**src/rtl/filter_csr_pkg.sv**
```systemverilog
// Shared definitions for the filter CSR bank: CTRL field layout, GLOBAL bits,
// address-region decode type and address-map helpers derived from N.
package filter_csr_pkg;

   localparam int CTRL_TYPE_LSB   = 0;
   localparam int CTRL_TYPE_W     = 2;
   localparam int CTRL_WIN_LSB    = 2;
   localparam int CTRL_WIN_W      = 4;
   localparam int CTRL_INT_EN_BIT = 6;
   localparam int CTRL_WD_RST_BIT = 7;

   localparam int GLB_LOCK_BIT    = 0;
   localparam int GLB_IRQ_EN_BIT  = 1;

   typedef enum logic [2:0] {
      REG_CTRL   = 3'd0,
      REG_STATUS = 3'd1,
      REG_MASK   = 3'd2,
      REG_OVF    = 3'd3,
      REG_GLOBAL = 3'd4,
      REG_ID     = 3'd5,
      REG_NONE   = 3'd6
   } region_e;

   function automatic int num_bytes(input int n);
      return (n + 7) / 8;
   endfunction

   function automatic int status_base(input int n);
      return n;
   endfunction

   function automatic int mask_base(input int n);
      return n + num_bytes(n);
   endfunction

   function automatic int ovf_base(input int n);
      return n + 2 * num_bytes(n);
   endfunction

   function automatic int global_addr(input int n);
      return n + 3 * num_bytes(n);
   endfunction

   function automatic int id_addr(input int n);
      return global_addr(n) + 1;
   endfunction

   // Bits of byte-group k that map to an existing channel.
   function automatic logic [7:0] byte_valid_mask(input int n, input int k);
      logic [7:0] m;
      m = 8'h00;
      for (int b = 0; b < 8; b++) begin
         m[b] = ((8 * k + b) < n);
      end
      return m;
   endfunction

endpackage

```
**src/rtl/filter_csr_bank_if.sv**
```systemverilog
// Byte-wide register access bus between a host and the filter CSR bank.
interface filter_csr_bank_if #(parameter int ADDR_SIZE = 8);
   logic                 acc_en;
   logic                 wr_en;
   logic [ADDR_SIZE-1:0] addr;
   logic [7:0]           wdata;
   logic [7:0]           rdata;
   logic                 rvalid;
   logic                 wr_err;

   modport master (output acc_en, wr_en, addr, wdata, input rdata, rvalid, wr_err);
   modport slave  (input acc_en, wr_en, addr, wdata, output rdata, rvalid, wr_err);
endinterface

```
**src/rtl/filter_csr_bank_int_status_byte.sv**
```systemverilog
// One 8-channel group of interrupt STATUS / OVF / MASK registers with
// W1C clearing (set wins) and a pending flag for unmasked status.
module int_status_byte
   import filter_csr_pkg::*;
#(
   parameter logic [7:0] VALID_MASK = 8'hFF
)(
   input  logic       clk_i,
   input  logic       rstn_i,
   input  logic [7:0] ev_i,
   input  logic [7:0] st_w1c_i,
   input  logic [7:0] ovf_w1c_i,
   input  logic       mask_we_i,
   input  logic [7:0] mask_wdata_i,
   output logic [7:0] status_o,
   output logic [7:0] ovf_o,
   output logic [7:0] mask_o,
   output logic       pending_o
);

   logic [7:0] status_q, status_d;
   logic [7:0] ovf_q, ovf_d;
   logic [7:0] mask_q, mask_d;

   // Next state: events override a same-cycle clear; overflow uses pre-edge status.
   always_comb begin
      status_d = ((status_q & ~st_w1c_i) | ev_i) & VALID_MASK;
      ovf_d    = ((ovf_q & ~ovf_w1c_i) | (ev_i & status_q)) & VALID_MASK;
      if (mask_we_i) begin
         mask_d = mask_wdata_i & VALID_MASK;
      end else begin
         mask_d = mask_q;
      end
   end

   // Group register state with synchronous reset.
   always_ff @(posedge clk_i) begin
      if (!rstn_i) begin
         status_q <= 8'h00;
         ovf_q    <= 8'h00;
         mask_q   <= 8'h00;
      end else begin
         status_q <= status_d;
         ovf_q    <= ovf_d;
         mask_q   <= mask_d;
      end
   end

   assign status_o  = status_q;
   assign ovf_o     = ovf_q;
   assign mask_o    = mask_q;
   assign pending_o = |(status_q & ~mask_q);

endmodule

```
**src/rtl/filter_csr_bank.sv**
```systemverilog
// Configuration/status register bank for an N-channel input filter array:
// per-channel CTRL, W1C interrupt status, sticky overflow, masks, lockable GLOBAL.
module filter_csr_bank
   import filter_csr_pkg::*;
#(
   parameter int         N         = 8,
   parameter int         ADDR_SIZE = 8,
   parameter logic [7:0] VERSION   = 8'h02
)(
   input  logic             clk_i,
   input  logic             rstn_i,
   filter_csr_bank_if.slave bus,
   output logic [2*N-1:0]   filter_type_o,
   output logic [4*N-1:0]   window_size_o,
   output logic [N-1:0]     int_en_o,
   output logic [N-1:0]     wd_rst_o,
   input  logic [N-1:0]     in_int_i,
   output logic             irq_o
);

   localparam int S    = num_bytes(N);
   localparam int EV_W = 8 * S;
   localparam int STATUS_BASE = status_base(N);
   localparam int MASK_BASE   = mask_base(N);
   localparam int OVF_BASE    = ovf_base(N);
   localparam int GLOBAL_ADDR = global_addr(N);
   localparam int ID_ADDR     = id_addr(N);

   logic [ADDR_SIZE-1:0] addr_s;
   logic [31:0]          addr_w;
   logic [31:0]          idx_s;
   region_e              region_s;
   logic                 wr_s, rd_s;

   logic [7:0] ctrl_q [N];
   logic [7:0] ctrl_d [N];
   logic       lock_q, lock_d;
   logic       irq_en_q, irq_en_d;
   logic [7:0] rdata_q, rdata_d;
   logic       rvalid_q, rvalid_d;
   logic       wr_err_q, wr_err_d;
   logic       irq_q, irq_d;
   logic [7:0] rd_mux_s;

   logic [EV_W-1:0] ev_pad_s, st_w1c_s, ovf_w1c_s, status_s, ovf_s, mask_s;
   logic [S-1:0]    mask_we_s, pending_s;

   assign addr_s   = bus.addr;
   assign addr_w   = 32'(addr_s);
   assign wr_s     = bus.acc_en & bus.wr_en;
   assign rd_s     = bus.acc_en & ~bus.wr_en;
   assign ev_pad_s = EV_W'(in_int_i);

   // Address decode into register region and index within that region.
   always_comb begin
      region_s = REG_NONE;
      idx_s    = 32'h0;
      if (addr_w < 32'(STATUS_BASE)) begin
         region_s = REG_CTRL;
         idx_s    = addr_w;
      end else if (addr_w < 32'(MASK_BASE)) begin
         region_s = REG_STATUS;
         idx_s    = addr_w - 32'(STATUS_BASE);
      end else if (addr_w < 32'(OVF_BASE)) begin
         region_s = REG_MASK;
         idx_s    = addr_w - 32'(MASK_BASE);
      end else if (addr_w < 32'(GLOBAL_ADDR)) begin
         region_s = REG_OVF;
         idx_s    = addr_w - 32'(OVF_BASE);
      end else if (addr_w == 32'(GLOBAL_ADDR)) begin
         region_s = REG_GLOBAL;
      end else if (addr_w == 32'(ID_ADDR)) begin
         region_s = REG_ID;
      end else begin
         region_s = REG_NONE;
      end
   end

   for (genvar k = 0; k < S; k++) begin : g_byte
      assign st_w1c_s[8*k +: 8]  = (wr_s && (region_s == REG_STATUS) && (idx_s == 32'(k))) ? bus.wdata : 8'h00;
      assign ovf_w1c_s[8*k +: 8] = (wr_s && (region_s == REG_OVF) && (idx_s == 32'(k))) ? bus.wdata : 8'h00;
      assign mask_we_s[k]        = wr_s && (region_s == REG_MASK) && (idx_s == 32'(k));

      int_status_byte #(.VALID_MASK(byte_valid_mask(N, k))) u_isb (
         .clk_i        (clk_i),
         .rstn_i       (rstn_i),
         .ev_i         (ev_pad_s[8*k +: 8]),
         .st_w1c_i     (st_w1c_s[8*k +: 8]),
         .ovf_w1c_i    (ovf_w1c_s[8*k +: 8]),
         .mask_we_i    (mask_we_s[k]),
         .mask_wdata_i (bus.wdata),
         .status_o     (status_s[8*k +: 8]),
         .ovf_o        (ovf_s[8*k +: 8]),
         .mask_o       (mask_s[8*k +: 8]),
         .pending_o    (pending_s[k])
      );
   end

   // Read data multiplexer over the whole address map.
   always_comb begin
      rd_mux_s = 8'h00;
      case (region_s)
         REG_CTRL: begin
            for (int i = 0; i < N; i++) begin
               if (idx_s == 32'(i)) rd_mux_s = ctrl_q[i];
               else                 rd_mux_s = rd_mux_s;
            end
         end
         REG_STATUS, REG_MASK, REG_OVF: begin
            for (int k = 0; k < S; k++) begin
               if (idx_s == 32'(k)) begin
                  if (region_s == REG_STATUS)    rd_mux_s = status_s[8*k +: 8];
                  else if (region_s == REG_MASK) rd_mux_s = mask_s[8*k +: 8];
                  else                           rd_mux_s = ovf_s[8*k +: 8];
               end else begin
                  rd_mux_s = rd_mux_s;
               end
            end
         end
         REG_GLOBAL: begin
            rd_mux_s[GLB_LOCK_BIT]   = lock_q;
            rd_mux_s[GLB_IRQ_EN_BIT] = irq_en_q;
         end
         REG_ID:   rd_mux_s = VERSION;
         default:  rd_mux_s = 8'h00;
      endcase
   end

   // Write handling, read capture and interrupt aggregation.
   always_comb begin
      ctrl_d   = ctrl_q;
      lock_d   = lock_q;
      irq_en_d = irq_en_q;
      wr_err_d = 1'b0;
      rdata_d  = rdata_q;
      rvalid_d = 1'b0;
      irq_d    = irq_en_q & (|pending_s);
      if (wr_s) begin
         case (region_s)
            REG_CTRL: begin
               if (lock_q) begin
                  wr_err_d = 1'b1;
               end else begin
                  for (int i = 0; i < N; i++) begin
                     if (idx_s == 32'(i)) ctrl_d[i] = bus.wdata;
                     else                 ctrl_d[i] = ctrl_q[i];
                  end
               end
            end
            REG_GLOBAL: begin
               lock_d   = lock_q | bus.wdata[GLB_LOCK_BIT];
               irq_en_d = bus.wdata[GLB_IRQ_EN_BIT];
            end
            REG_ID, REG_NONE: wr_err_d = 1'b1;
            default:          wr_err_d = 1'b0;
         endcase
      end else if (rd_s) begin
         rdata_d  = rd_mux_s;
         rvalid_d = 1'b1;
      end else begin
         rvalid_d = 1'b0;
      end
   end

   // Bank register state with synchronous active-low reset.
   always_ff @(posedge clk_i) begin
      if (!rstn_i) begin
         for (int i = 0; i < N; i++) ctrl_q[i] <= 8'h00;
         lock_q   <= 1'b0;
         irq_en_q <= 1'b0;
         rdata_q  <= 8'h00;
         rvalid_q <= 1'b0;
         wr_err_q <= 1'b0;
         irq_q    <= 1'b0;
      end else begin
         ctrl_q   <= ctrl_d;
         lock_q   <= lock_d;
         irq_en_q <= irq_en_d;
         rdata_q  <= rdata_d;
         rvalid_q <= rvalid_d;
         wr_err_q <= wr_err_d;
         irq_q    <= irq_d;
      end
   end

   for (genvar i = 0; i < N; i++) begin : g_ch
      assign filter_type_o[2*i +: 2] = ctrl_q[i][CTRL_TYPE_LSB +: CTRL_TYPE_W];
      assign window_size_o[4*i +: 4] = ctrl_q[i][CTRL_WIN_LSB +: CTRL_WIN_W];
      assign int_en_o[i]             = ctrl_q[i][CTRL_INT_EN_BIT];
      assign wd_rst_o[i]             = ctrl_q[i][CTRL_WD_RST_BIT];
   end

   assign bus.rdata  = rdata_q;
   assign bus.rvalid = rvalid_q;
   assign bus.wr_err = wr_err_q;
   assign irq_o      = irq_q;

endmodule

```
**src/flat_wrapper.sv**
```systemverilog
// flat-port wrapper written by rule: the top's interface ports become plain ports
module filter_csr_bank_flat import filter_csr_pkg::*;
#(
   parameter int         N         = 8,
   parameter int         ADDR_SIZE = 8,
   parameter logic [7:0] VERSION   = 8'h02
)
  (clk_i, rstn_i, filter_type_o, window_size_o, int_en_o, wd_rst_o, in_int_i, irq_o, bus_acc_en, bus_wr_en, bus_addr, bus_wdata, bus_rdata, bus_rvalid, bus_wr_err);
  filter_csr_bank_if #(.ADDR_SIZE(ADDR_SIZE)) bus_i ();
  input  logic clk_i;
  input  logic rstn_i;
  output logic [2*N-1:0] filter_type_o;
  output logic [4*N-1:0] window_size_o;
  output logic [N-1:0] int_en_o;
  output logic [N-1:0] wd_rst_o;
  input  logic [N-1:0] in_int_i;
  output logic irq_o;
  input wire logic [$bits(bus_i.acc_en)-1:0] bus_acc_en;
  input wire logic [$bits(bus_i.wr_en)-1:0] bus_wr_en;
  input wire logic [$bits(bus_i.addr)-1:0] bus_addr;
  input wire logic [$bits(bus_i.wdata)-1:0] bus_wdata;
  output wire logic [$bits(bus_i.rdata)-1:0] bus_rdata;
  output wire logic [$bits(bus_i.rvalid)-1:0] bus_rvalid;
  output wire logic [$bits(bus_i.wr_err)-1:0] bus_wr_err;
  assign bus_i.acc_en = bus_acc_en;
  assign bus_i.wr_en = bus_wr_en;
  assign bus_i.addr = bus_addr;
  assign bus_i.wdata = bus_wdata;
  assign bus_rdata = bus_i.rdata;
  assign bus_rvalid = bus_i.rvalid;
  assign bus_wr_err = bus_i.wr_err;
  filter_csr_bank #(.N(N), .ADDR_SIZE(ADDR_SIZE), .VERSION(VERSION)) u_core (.clk_i(clk_i), .rstn_i(rstn_i), .bus(bus_i), .filter_type_o(filter_type_o), .window_size_o(window_size_o), .int_en_o(int_en_o), .wd_rst_o(wd_rst_o), .in_int_i(in_int_i), .irq_o(irq_o));
endmodule
```
**config.mk**
```make
export PLATFORM = sky130hd
export DESIGN_NAME = filter_csr_bank_flat
export DESIGN_NICKNAME = d
export VERILOG_FILES = /design/src/rtl/filter_csr_pkg.sv /design/src/rtl/filter_csr_bank_if.sv /design/src/rtl/filter_csr_bank_int_status_byte.sv /design/src/rtl/filter_csr_bank.sv /design/src/flat_wrapper.sv
export SDC_FILE = /design/constraint.sdc
export NUM_CORES = 1
export LEC_CHECK = 0
export BUFFER_PORTS_ARGS = -buffer_cell sky130_fd_sc_hd__buf_2
export CAP_MARGIN = 15
export CELL_PAD_IN_SITES_DETAIL_PLACEMENT = 0
export CELL_PAD_IN_SITES_GLOBAL_PLACEMENT = 1
export CORE_AREA = 2 2 117 119
export DETAILED_ROUTE_END_ITERATION = 6
export DIE_AREA = 0 0 119 121
export PLACE_DENSITY_LB_ADDON = 0.2
export SETUP_SLACK_MARGIN = 0.4
export SLEW_MARGIN = 15
export SYNTH_ARGS = -nofsm -noshare
export SYNTH_HDL_FRONTEND = slang
export SYNTH_SLANG_ARGS = --single-unit
```
**constraint.sdc**
```tcl
create_clock -name clk_i -period 3.8 [get_ports clk_i]
set_input_delay 0 -clock clk_i [delete_from_list [all_inputs] [get_ports clk_i]]
set_output_delay 0 -clock clk_i [all_outputs]
set_load 0.02 [all_outputs]
```
After elaboration in Yosys (flattened, before gate mapping)
Index checks and enable logic that the tools add are counted.

Add/subtract/negate cells: 3. Order comparisons: 4. Eq/ne operators: 15. Multiplexer cells: 28. Bitwise logic cells: 17. Reductions and logical operators: 23.

Operator list (number): $eq A32 B3 Y1 const B (4); $mux W32 (4); $mux W8 (13); $eq A32 B2 Y1 const B (2); $and A8 B8 Y8 (4); $eq A32 B1 Y1 const B (1); $logic_not A32 Y1 (1); $lt A8 B4 Y1 const B (4); $reduce_and A4 Y1 (8); $sub A8 B4 Y9 const B (3); $not A8 Y8 (3); $eq A8 B4 Y1 const B (2); $or A8 B8 Y8 (2); $mux W3 (5); $pmux W6 S2 (1); $eq A3 B3 Y1 const B (3); $pmux W2 S4 (1); $reduce_or A8 Y1 (1); $eq A3 B2 Y1 const B (2); $logic_and A1 B1 Y1 (6); $reduce_and A2 Y1 (3); $not A1 Y1 (4); $reduce_or A2 Y1 (2); $and A1 B1 Y1 (3); 7 further kinds (8).

Register bits: 101. Bits of input ports: 28. Output and inout bits: 75. Logic and storage cells: 107.

Logic depth before layout (Yosys ltp)
Gate-level depths: netlist (run 1).

Depth after elaboration: 15. Depth in mapped cells: 14.

Modules after synthesis
From an unflattened synthesis (run 1), not the netlist that was laid out.

Cells, all modules: 607. Area, all modules: 5616.6 um^2.

Modules (own cells, without submodules): filter_csr_bank (instances 1, cells each 511, area each 4700.8 um^2); int_status_byte (instances 1, cells each 96, area each 915.9 um^2).

Worst setup path before layout (run 1)
Ideal clock, no wire load.

Kind: in2reg. Start: input port bus_addr[1]. End: register u_core.ctrl_q, in the netlist u_core.filter_type_o[12]. Library setup time: 116 ps. Arrival: 2621 ps. Required time: 3684 ps. Slack: 1063 ps. Cell stages on the path: 13. Buffers on the path: 3. Cells stage by stage: clkbuf_1 > inv_1 > ha_1 > buf_2 > nand2b_1 > o32ai_1 > nor2_1 > a21oi_4 > o211ai_4 > or4_1 > buf_4 > mux2i_1 > nor2b_1.

Word-level cells in the longest chain between the ends: 9. Elaborated cells on any way between the ends: 22.

RTL lines: from (decl) (line flat_wrapper.sv:20) `input wire logic [$bits(bus_i.addr)-1:0] bus_addr;`; parallel branches: the longest is 8 deep, another holds $sub A8 B4 Y9; $reduce_and A4 Y1 (no line) *; to (signal assigned) (line filter_csr_bank.sv:176) `ctrl_q <= ctrl_d;`; to (decl) (line filter_csr_bank.sv:35) `logic [7:0] ctrl_q [N];`.

Mark *: on every way between the ends. A chain may end at the register's enable or synchronous reset.

Worst setup path after layout (run 1)
Start: input port bus_addr[1]. End: register u_core.g_byte[0].u_isb.status_q[3].

Word-level cells in the longest chain between the ends: 14. Elaborated cells on any way between the ends: 27.

RTL lines: parallel branches: the longest is 9 deep, another holds $sub A8 B4 Y9; $logic_and A1 B1 Y1 * (line filter_csr_bank.sv:80) `assign st_w1c_s[8*k +: 8] = (wr_s && (region_s == REG_STATUS) && (idx_s == 32'(k))) ? bus.wdata : 8'h00;`; $mux W8 * (line filter_csr_bank.sv:80); $not A8 Y8 * (line filter_csr_bank_int_status_byte.sv:27) `status_d = ((status_q & ~st_w1c_i) | ev_i) & VALID_MASK;`; $and A8 B8 Y8 * (line filter_csr_bank_int_status_byte.sv:27); $or A8 B8 Y8 * (line filter_csr_bank_int_status_byte.sv:27); to (signal assigned) (line filter_csr_bank_int_status_byte.sv:43) `status_q <= status_d;`; to (decl) (line filter_csr_bank_int_status_byte.sv:21) `logic [7:0] status_q, status_d;`.

Marks and branches as above.

==> results of run 1 <==
==> state kept, by name, summed over array words and instances, names as in the netlist <==
register and count:
u_core.bus.rdata 8, u_core.bus.rvalid 1, u_core.bus.wr_err 1, u_core.filter_type_o 16, u_core.g_byte.u_isb.mask_o 8, u_core.g_byte.u_isb.ovf_o 8, u_core.g_byte.u_isb.status_o 8, u_core.int_en_o 8
u_core.irq_en_q 1, u_core.irq_o 1, u_core.lock_q 1, u_core.wd_rst_o 8, u_core.window_size_o 32
==> logic make-up (layout without fill, tap and decap cells) <==
logic type	after synthesis	in the layout	share of synthesized area (%)
compound gates	131	131	19.0
xor+xnor	1	1	0.162
fa+ha+maj	7	7	1.62
buf+inv	69	165	5.82
flops	101	101	37.4
mux	83	83	15.4
simple gates	189	189	20.5
==> layout by cell type (no fill, tap or decap), types with 6 or more instances in the layout <==
cell type | Yosys | routed
nand2_1 | 35 | 35
buf_4 | 2 | 11
inv_1 | 27 | 27
o2111ai_1 | 6 | 6
a211oi_1 | 8 | 8
a21o_1 | 6 | 6
o21a_1 | 12 | 12
dlygate4sd3_1 | 0 | 10
ha_1 | 7 | 7
nor2_1 | 19 | 19
a222oi_1 | 7 | 7
clkbuf_16 | 0 | 9
nor2b_1 | 77 | 77
nand3_1 | 7 | 7
a21oi_1 | 17 | 17
a221o_1 | 6 | 6
mux2i_1 | 82 | 82
buf_2 | 8 | 102
nor3_1 | 12 | 12
a21boi_1 | 8 | 8
o21ai_0 | 11 | 11
dfxtp_1 | 101 | 101
o22ai_1 | 12 | 12
and3_1 | 7 | 7
==> power groups by stage <==
stage               sequential (W)  combinational, W  clock (W)
finish                     0.00108          0.000199   0.000869
global route               0.00108          0.000217   0.000931
CTS                        0.00108          0.000197   0.000885
detailed placement         0.00110          0.000189          0
global placement           0.00110          0.000187          0
floorplan                  0.00110          0.000130          0
==> area by class of cell <==
| cell class | count | share of cell area (%) |
|---|---|---|
| well taps | 176 | 3.45 |
| flip-flops and latches | 101 | 31.7 |
| clock buffers | 12 | 3.86 |
| inverters | 27 | 1.59 |
| repair buffers | 123 | 10.9 |
| clock inverters | 3 | 0.333 |
| multi-input cells | 411 | 48.2 |
==> path summary, 6_finish.rpt <==
check	end	slack, ps
min	u_core.bus.rvalid	40
max reg2reg	u_core.filter_type_o[9]	1820
max	u_core.g_byte[0].u_isb.status_o[3]	850
min reg2reg	u_core.g_byte[0].u_isb.ovf_o[1]	450
==> per-stage QoR <==
stage / setup WS (ps) / total power [W] / util [%] / instance area (um^2)
global placement: 371 / 0.00129 / 45.9 / 6000
finish: 846 / 0.00215 / 48.8 / 6380
floorplan: 1060 / 0.00123 / - / 5400
detailed placement: 168 / 0.00129 / 45.9 / 6000
global route: 453 / 0.00223 / 48.8 / 6380
CTS: 526 / 0.00216 / 48.7 / 6370
==> per-layer routing <==
| metal | routed length [um] | up-vias | track usage (%) |
|---|---|---|---|
| met2 | 7860 | 135 | 38.6 |
| met4 | 321 | 0 | 7.96 |
| li1 | - | 2276 | - |
| met1 | 7340 | 2241 | 29.8 |
| met3 | 793 | 24 | 3.99 |
| met5 | 0 | - | 0 |
==> what timing repair did <==
item | in CTS | in global routing
hold buffers | 10 | 0
endpoints found under the setup margin | 0 | 14
hold endpoints to repair | 17 | 0
resized for setup | 0 | 2
==> flow_summary.json, run 1 <==
{
  "routed_via_density": 5.48,
  "start_util_pct": 41.3,
  "whs_ps": 43.5,
  "start_kind": "input pin",
  "outcome": "completed",
  "h-tree-depth": 3,
  "p_int_w": 0.00161,
  "hold_start": "rstn_i",
  "grt_pass1_wl_mm": 25.5,
  "tns_ps": 0,
  "reg2reg_from": "u_core.lock_q",
  "p_clk_share_pct": 40.5,
  "timing.critical_path.buf_inv": 2,
  "peakVddDrop_v": 0.000205,
  "yosys_warnings": 0,
  "post-route-period-util_pct": 77.7,
  "arrival_ps": 3200,
  "post_synth_inst_count": 581,
  "yosysMostFrequentCell": "dfxtp_1",
  "slowest_stage": "and3_1",
  "p_per_area_nw_per_um2": 336,
  "p_sw_share_pct": 25.1,
  "synth.area.top_cells": "dfxtp_1, mux2i_1, nor2b_1, nand2_1, inv_1",
  "nets": 708,
  "timing.clock.skew_ps": 5.81,
  "drv_slew": 0,
  "hold_viol_final": 0,
  "grtUsageTotal_pct": 23.0,
  "antenna_found_initial": 0,
  "leakagePower_nw": 3.13,
  "grt_pass1_vias": 4512,
  "critPathMaxFanout": 13,
  "wire_per_inst_um": 19.1,
  "layout-drive-gt1-share_pct": 22.6,
  "synth.distinct_cells": 73,
  "p_sw_w": 0.000539,
  "drt-initial-drc-count": 335,
  "coreArea_um2": 13100,
  "finalCriticalPeriod_ps": 2950,
  "max_slew_margin_pct": 46.4,
  "clkLatencyLatePin_ps": 350,
  "p_seq_share_pct": 50.3,
  "grt-ovfl-total": 0,
  "rsz0062_at_grt": "false",
  "die-area_um2": 14400,
  "clock_sinks": 101,
  "cts_root_buffer": "clkbuf_16",
  "cts_buffer_depth": 2,
  "routabilityCongestion": 0.855,
  "num_rows": 42,
  "min_path_cells": 2,
  "crit_type": "input pin to register",
  "hpwl_mm": 11.8,
  "seqCellArea_um2": 2020,
  "die_height_um": 121,
  "cts_inserted_buffers": 9,
  "drt_pass1_iterations": 7,
  "synth_edf_count": 0,
  "crit_chain": "buf_2 > inv_1 > ha_1 > nand2b_1 > a2111oi_0 > o211ai_1 > a31oi_4 > and3_1 > nor3b_4 > a21oi_1 > o21a_1",
  "portBuffers": 102,
  "synth_common_cells": "dfxtp_1, mux2i_1, nor2b_1",
  "reg2reg_depth": 5,
  "yosysSeqAreaShare_pct": 37.4,
  "cts_tree": "built",
  "finalNonFillerCells": 853,
  "place_inst": 828,
  "drc_errors": 0,
  "syn_area_per_cell_um2": 9.29,
  "ys.flop_type": "dfxtp_1",
  "critPathLaunch": "bus_addr[1]",
  "ant_nets": 0,
  "worstMarginPinSlew_ps": 804,
  "postCtsSetupBuffers": 0,
  "n_antenna_cell": 0,
  "fillerInstances": 1300,
  "setup_viol": 0,
  "fmax_mhz": 338,
  "critical_path_required_ps": 4040,
  "path_clk_slew_ps": 70,
  "drt-total-wl_mm": 16.3,
  "syn_to_final_growth_pct": 18.2,
  "grt_max_degree": 94,
  "hp-class": "input pin to register",
  "yosysTopAreaCellShare_pct": 37.4,
  "multi_input_area_um2": 3080,
  "ios": 103,
  "ys_ff_latch": 101,
  "dr_total_vias": 4676,
  "async_reset_ff_share_pct": 0,
  "comb_power_share_pct": 9.3,
  "die_x_um": 119,
  "synthesis.nets": 616,
  "cp-end-kind": "register",
  "cp.depth": 11,
  "synth_top_area_cell": "dfxtp_1",
  "synth_area_um2": 5400,
  "cp_top_family": "compound AO/OA/AOI/OAI gates",
  "critPathMaxStageDelay_ps": 550,
  "cap_violations": 0
}
(Power assumes the default switching activity.)
==> inputs of run 2 (changes only) <==
- clock period: 3.8 -> 3 ns (I/O delays scaled with it)
==> run 2 against run 1 <==
Via count increased by 2.5%. Hold slack improved by 0.86 ps. Setup slack got worse by 350 ps. Utilization increased by 1.6 points. Global-route usage increased by 0.72 points. Total power increased by 27%. Die area unchanged. First-iteration DRC count decreased by 13%. Register-to-register slack got worse by 430 ps. Critical path type unchanged. Largest power group unchanged.
==> flow_summary.json, run 2 (synthesis gave the netlist of run 1 again) <==
{
  "die_x_um": 119,
  "setup_viol": 0,
  "n_antenna_cell": 0,
  "cap_violations": 0,
  "antenna_found_initial": 0,
  "hold_viol_final": 0,
  "cp-end-kind": "register",
  "post-route-period-util_pct": 83.4,
  "crit_type": "input pin to register",
  "cts_root_buffer": "clkbuf_16",
  "ant_nets": 0,
  "fmax_mhz": 400,
  "critPathMaxFanout": 12,
  "drt-initial-drc-count": 290,
  "critical_path_required_ps": 3300,
  "grt-ovfl-total": 0,
  "layout-drive-gt1-share_pct": 25.9,
  "cts_inserted_buffers": 9,
  "grt_pass1_vias": 4710,
  "rsz0062_at_grt": "true",
  "reg2reg_from": "u_core.lock_q",
  "routed_via_density": 5.45,
  "final_cell_mix": "buf_2, dfxtp_1, mux2i_1",
  "layout_commonest_cell": "buf_2",
  "leakagePower_nw": 3.25,
  "whs_ps": 44.4,
  "cts_buffer_depth": 2,
  "drc_errors": 0,
  "place_area_um2": 6210,
  "hold_end": "u_core.bus.rvalid",
  "finalPower_w": 0.00272,
  "min_path_cells": 2,
  "r2r-end": "u_core.window_size_o[19]",
  "drt_pass1_iterations": 6,
  "num_rows": 42,
  "hpwl_mm": 12.4,
  "reg2reg_slack_ps": 1390,
  "coreArea_um2": 13100,
  "wire_per_inst_um": 19.1,
  "grtUsageTotal_pct": 23.7,
  "final_cell_area_um2": 6590,
  "postCtsSetupBuffers": 0,
  "tns_ps": 0,
  "nets": 733,
  "clock_sinks": 101,
  "ios": 103,
  "start_util_pct": 41.3,
  "grt_max_degree": 94,
  "reg2reg_depth": 6,
  "clkLatencyLatePin_ps": 360,
  "fin_util_pct": 50.4,
  "start_kind": "input pin",
  "hold_start": "rstn_i",
  "drv_slew": 0,
  "p_per_area_nw_per_um2": 413,
  "worstMarginPinSlew_ps": 792,
  "cts_tree": "built",
  "outcome": "completed",
  "syn_to_final_growth_pct": 22.1,
  "peakVddDrop_v": 0.000364,
  "largest_register_ffs": 32,
  "portBuffers": 102,
  "routabilityCongestion": 0.873,
  "path_clk_slew_ps": 70,
  "timing.clock.skew_ps": 5.50,
  "arrival_ps": 2800,
  "die_height_um": 121,
  "drt-total-wl_mm": 16.8,
  "finalCriticalPeriod_ps": 2500,
  "grt_pass1_wl_mm": 26.3,
  "die-area_um2": 14400,
  "max_slew_margin_pct": 47.2,
  "hp-class": "input pin to register",
  "dr_total_vias": 4792,
  "h-tree-depth": 3
}
run 2: changes by cell type in the layout (fill, tap and decap cells not counted), sizes merged:
| cell | before | now |
|---|---|---|
| buf | 113 | 138 |
| clkbuf | 12 | 11 |
| clkinv | 1 | 3 |
run 2: how the worst max path moves through the flow:
stage,from,end,slack (ps),depth (start not counted)
2_1_floorplan,bus_addr[1],u_core.filter_type_o[12],410,13
3_3_place_gp,bus_addr[4],u_core.bus.rdata[4],60,13
3_5_place_dp,bus_addr[5],u_core.bus.rdata[4],100,12
4_1_cts,bus_addr[4],u_core.wd_rst_o[6],470,13
5_1_grt,bus_addr[4],u_core.window_size_o[26],350,13
6_report,bus_addr[5],u_core.bus.rdata[5],500,11
run 2: repair_timing:
action | 4_1_cts | 5_1_grt
setup endpoints to repair | 0 | 33
endpoints found under the hold margin | 17 | 0
hold buffers | 10 | 0
gates resized for setup | 0 | 4
run 2: metal layers:
metal  global-route usage [%]  part of all wire [%]
met5                        0                     0
met4                     7.07                   1.7
met3                     4.79                   5.4
met2                     39.6                    47
met1                     31.0                    46
run 2: final cells by class:
class / instances / area, um^2
tap: 176 / 220
fill: 1310 / 6490
multi-input combinational: 411 / 3090
clock inverter: 5 / 35.0
sequential: 101 / 2020
inverter: 27 / 101
clock buffer: 11 / 233
timing repair buffer: 148 / 893
run 2: worst max-delay path: stages:
cell      delay, ps
buf_2           170
or4_4           640
o31ai_4         310
nor2_1           60
buf_4           190
a21oi_4         200
and3_1          350
nand3_1         120
buf_4           180
a211oi_1        400
a221o_1         170
run 2: power breakdown:
part | switching (W) | leakage [nW] | internal (W)
clock network | 0.000519 | 0.130 | 0.000565
logic | 0.000160 | 2.30 | 0.000110
registers | 0.0000101 | 0.818 | 0.00136
total | 0.000689 | 3.25 | 0.00203
run 2: stage by stage:
step / instances / setup slack [ps]
finish: 879 / 498
global route: 879 / 346
CTS: 879 / 467
detailed placement: 853 / 96.6
global placement: 853 / 58.7
floorplan: 581 / 409
==> inputs of run 3 (changes only) <==
- CORE_AREA: 2 2 117 119 -> 2 2 123 125
- DIE_AREA: 0 0 119 121 -> 0 0 125 127
- clock period: 3 -> 2.2 ns (I/O delays scaled with it)
==> run 3 against run 2 <==
The run now ends with setup timing left. Sequential power up 36%. Hold slack better by 17 ps. Setup slack worse by 740 ps.
==> flow_summary.json, run 3 (synthesis gave the netlist of run 1 again) <==
{
  "die-area_um2": 15900,
  "cts_buffer_depth": 2,
  "grt_pass1_vias": 4988,
  "max_slew_margin_pct": 47.8,
  "die_height_um": 127,
  "die_x_um": 125,
  "cap_violations": 0,
  "grt-ovfl-total": 0,
  "drv_slew": 0,
  "dr_total_vias": 5085,
  "met2_usage_pct": 38.1,
  "drc_errors": 0,
  "syn_to_final_growth_pct": 39.9,
  "setup_viol": 15,
  "critPathMaxStageDelay_ps": 570,
  "globalRoute.busiestLayer": "met2",
  "critical_path_required_ps": 2440,
  "wire_per_inst_um": 18.9,
  "nets": 799,
  "p_sw_share_pct": 27.0,
  "n_antenna_cell": 0,
  "num_rows": 44,
  "cts_inserted_buffers": 9,
  "arrival_ps": 2690,
  "ant_nets": 0,
  "path_clk_slew_ps": 70,
  "grt_use_met1_pct": 29.3,
  "cts_tree": "built",
  "portBuffers": 102,
  "worstMarginPinSlew_ps": 784,
  "drt-initial-drc-count": 345,
  "clkLatencyLatePin_ps": 350,
  "critPathMaxFanout": 7,
  "comb_power_share_pct": 12.5,
  "p_sw_w": 0.00106,
  "failed_checks": "setup timing",
  "fin_util_pct": 52.4,
  "start_kind": "input pin",
  "coreArea_um2": 14400,
  "place_inst": 905,
  "outcome": "finished with violations",
  "hpwl_mm": 12.9,
  "cp-end-kind": "register",
  "crit_type": "input pin to register",
  "layout-drive-gt1-share_pct": 37.2,
  "start_util_pct": 37.4,
  "p_seq_share_pct": 47.4,
  "clock_sinks": 101,
  "largest_register_ffs": 32,
  "slowest_stage": "a222oi_1",
  "hp-class": "input pin to register",
  "whs_ps": 61.0,
  "grt_pass1_wl_mm": 28.0,
  "cts_root_buffer": "clkbuf_16",
  "fmax_mhz": 409,
  "finalCriticalPeriod_ps": 2450,
  "drt_pass1_iterations": 6,
  "routabilityCongestion": 0.914,
  "use_met3_pct": 4.65,
  "leakagePower_nw": 3.72,
  "peakVddDrop_v": 0.000445,
  "grtUsageTotal_pct": 22.4,
  "routed_via_density": 5.34,
  "hold_viol_final": 0,
  "path_common_cell": "buf_6",
  "h-tree-depth": 3,
  "crit_chain": "buf_6 > buf_6 > or4_4 > nor2_4 > nand3_2 > a32o_2 > buf_12 > buf_4 > a222oi_1 > o2111ai_1 > a221o_1",
  "post-route-period-util_pct": 111,
  "rsz0062_at_grt": "true",
  "ios": 103,
  "timing.final.ws_setup_ps": -246,
  "drt-total-wl_mm": 18.0,
  "finalNonFillerCells": 953,
  "p_clk_share_pct": 40.1,
  "p_per_area_nw_per_um2": 521,
  "p_int_w": 0.00287,
  "grt_max_degree": 93,
  "final_cell_mix": "buf_2, dfxtp_1, mux2i_1, buf_4, nor2b_1",
  "antenna_found_initial": 0,
  "timing.clock.skew_ps": 11.9
}
-- run 3: through the flow --
stage | cell area [um^2] | total power (W) | setup slack, ps | setup TNS [ps]
4_1_cts | 7400 | 0.00395 | -190 | -967
2_1_floorplan | 5590 | 0.00216 | -253 | -11500
5_1_grt | 7560 | 0.00409 | -294 | -4020
3_5_place_dp | 6760 | 0.00234 | -776 | -28050
3_3_place_gp | 6760 | 0.00234 | -775 | -25540
6_report | 7560 | 0.00394 | -246 | -1440
-- run 3: metal layers --
layer  wire (um)  vias up
met5           0        -
met4         313        0
met3         950       25
met2        8660      136
met1        8110     2473
li1            -     2451
-- run 3: power groups by stage --
stage | Sequential (W) | Clock (W) | Combinational, W
finish | 0.00186 | 0.00158 | 0.000492
global route | 0.00187 | 0.00170 | 0.000530
CTS | 0.00186 | 0.00162 | 0.000473
detailed placement | 0.00191 | 0 | 0.000430
global placement | 0.00191 | 0 | 0.000430
floorplan | 0.00190 | 0 | 0.000257
-- run 3: worst paths after layout --
check	slack, ps	startpoint	to	cells after the start
worst max register to register	530	u_core.window_size_o[13]	u_core.bus.rdata[3]	4
worst min register to register	460	u_core.g_byte[0].u_isb.status_o[1]	u_core.g_byte[0].u_isb.ovf_o[1]	2
worst max-delay path	-250	bus_addr[4]	u_core.bus.rdata[3]	11
worst min-delay path	60	rstn_i	u_core.bus.rvalid	2
-- run 3: timing repair --
action | 4_1_cts | 5_1_grt
setup buffers | 13 | 8
cloned | 0 | 1
endpoints found under the setup margin | 96 | 97
hold endpoints to repair | 17 | 0
hold buffers | 10 | 0
gates resized for setup | 39 | 21
pin swaps | 21 | 10
-- run 3: worst max-delay path: cells and delay by family --
kind                   cells  cell delay [ps]
buffers and inverters      4              480
and+or+nand+nor            3              800
AOI/OAI and AO/OA          4             1410
-- run 3: area by class of cell --
class | count | area (um^2)
Clock buffer | 9 | 225
Clock inverter | 7 | 67.6
Fill cell | 1364 | 6870
Inverter | 27 | 106
Multi-Input combinational cell | 411 | 3360
Sequential cell | 101 | 2020
Tap cell | 184 | 230
Timing Repair Buffer | 214 | 1540
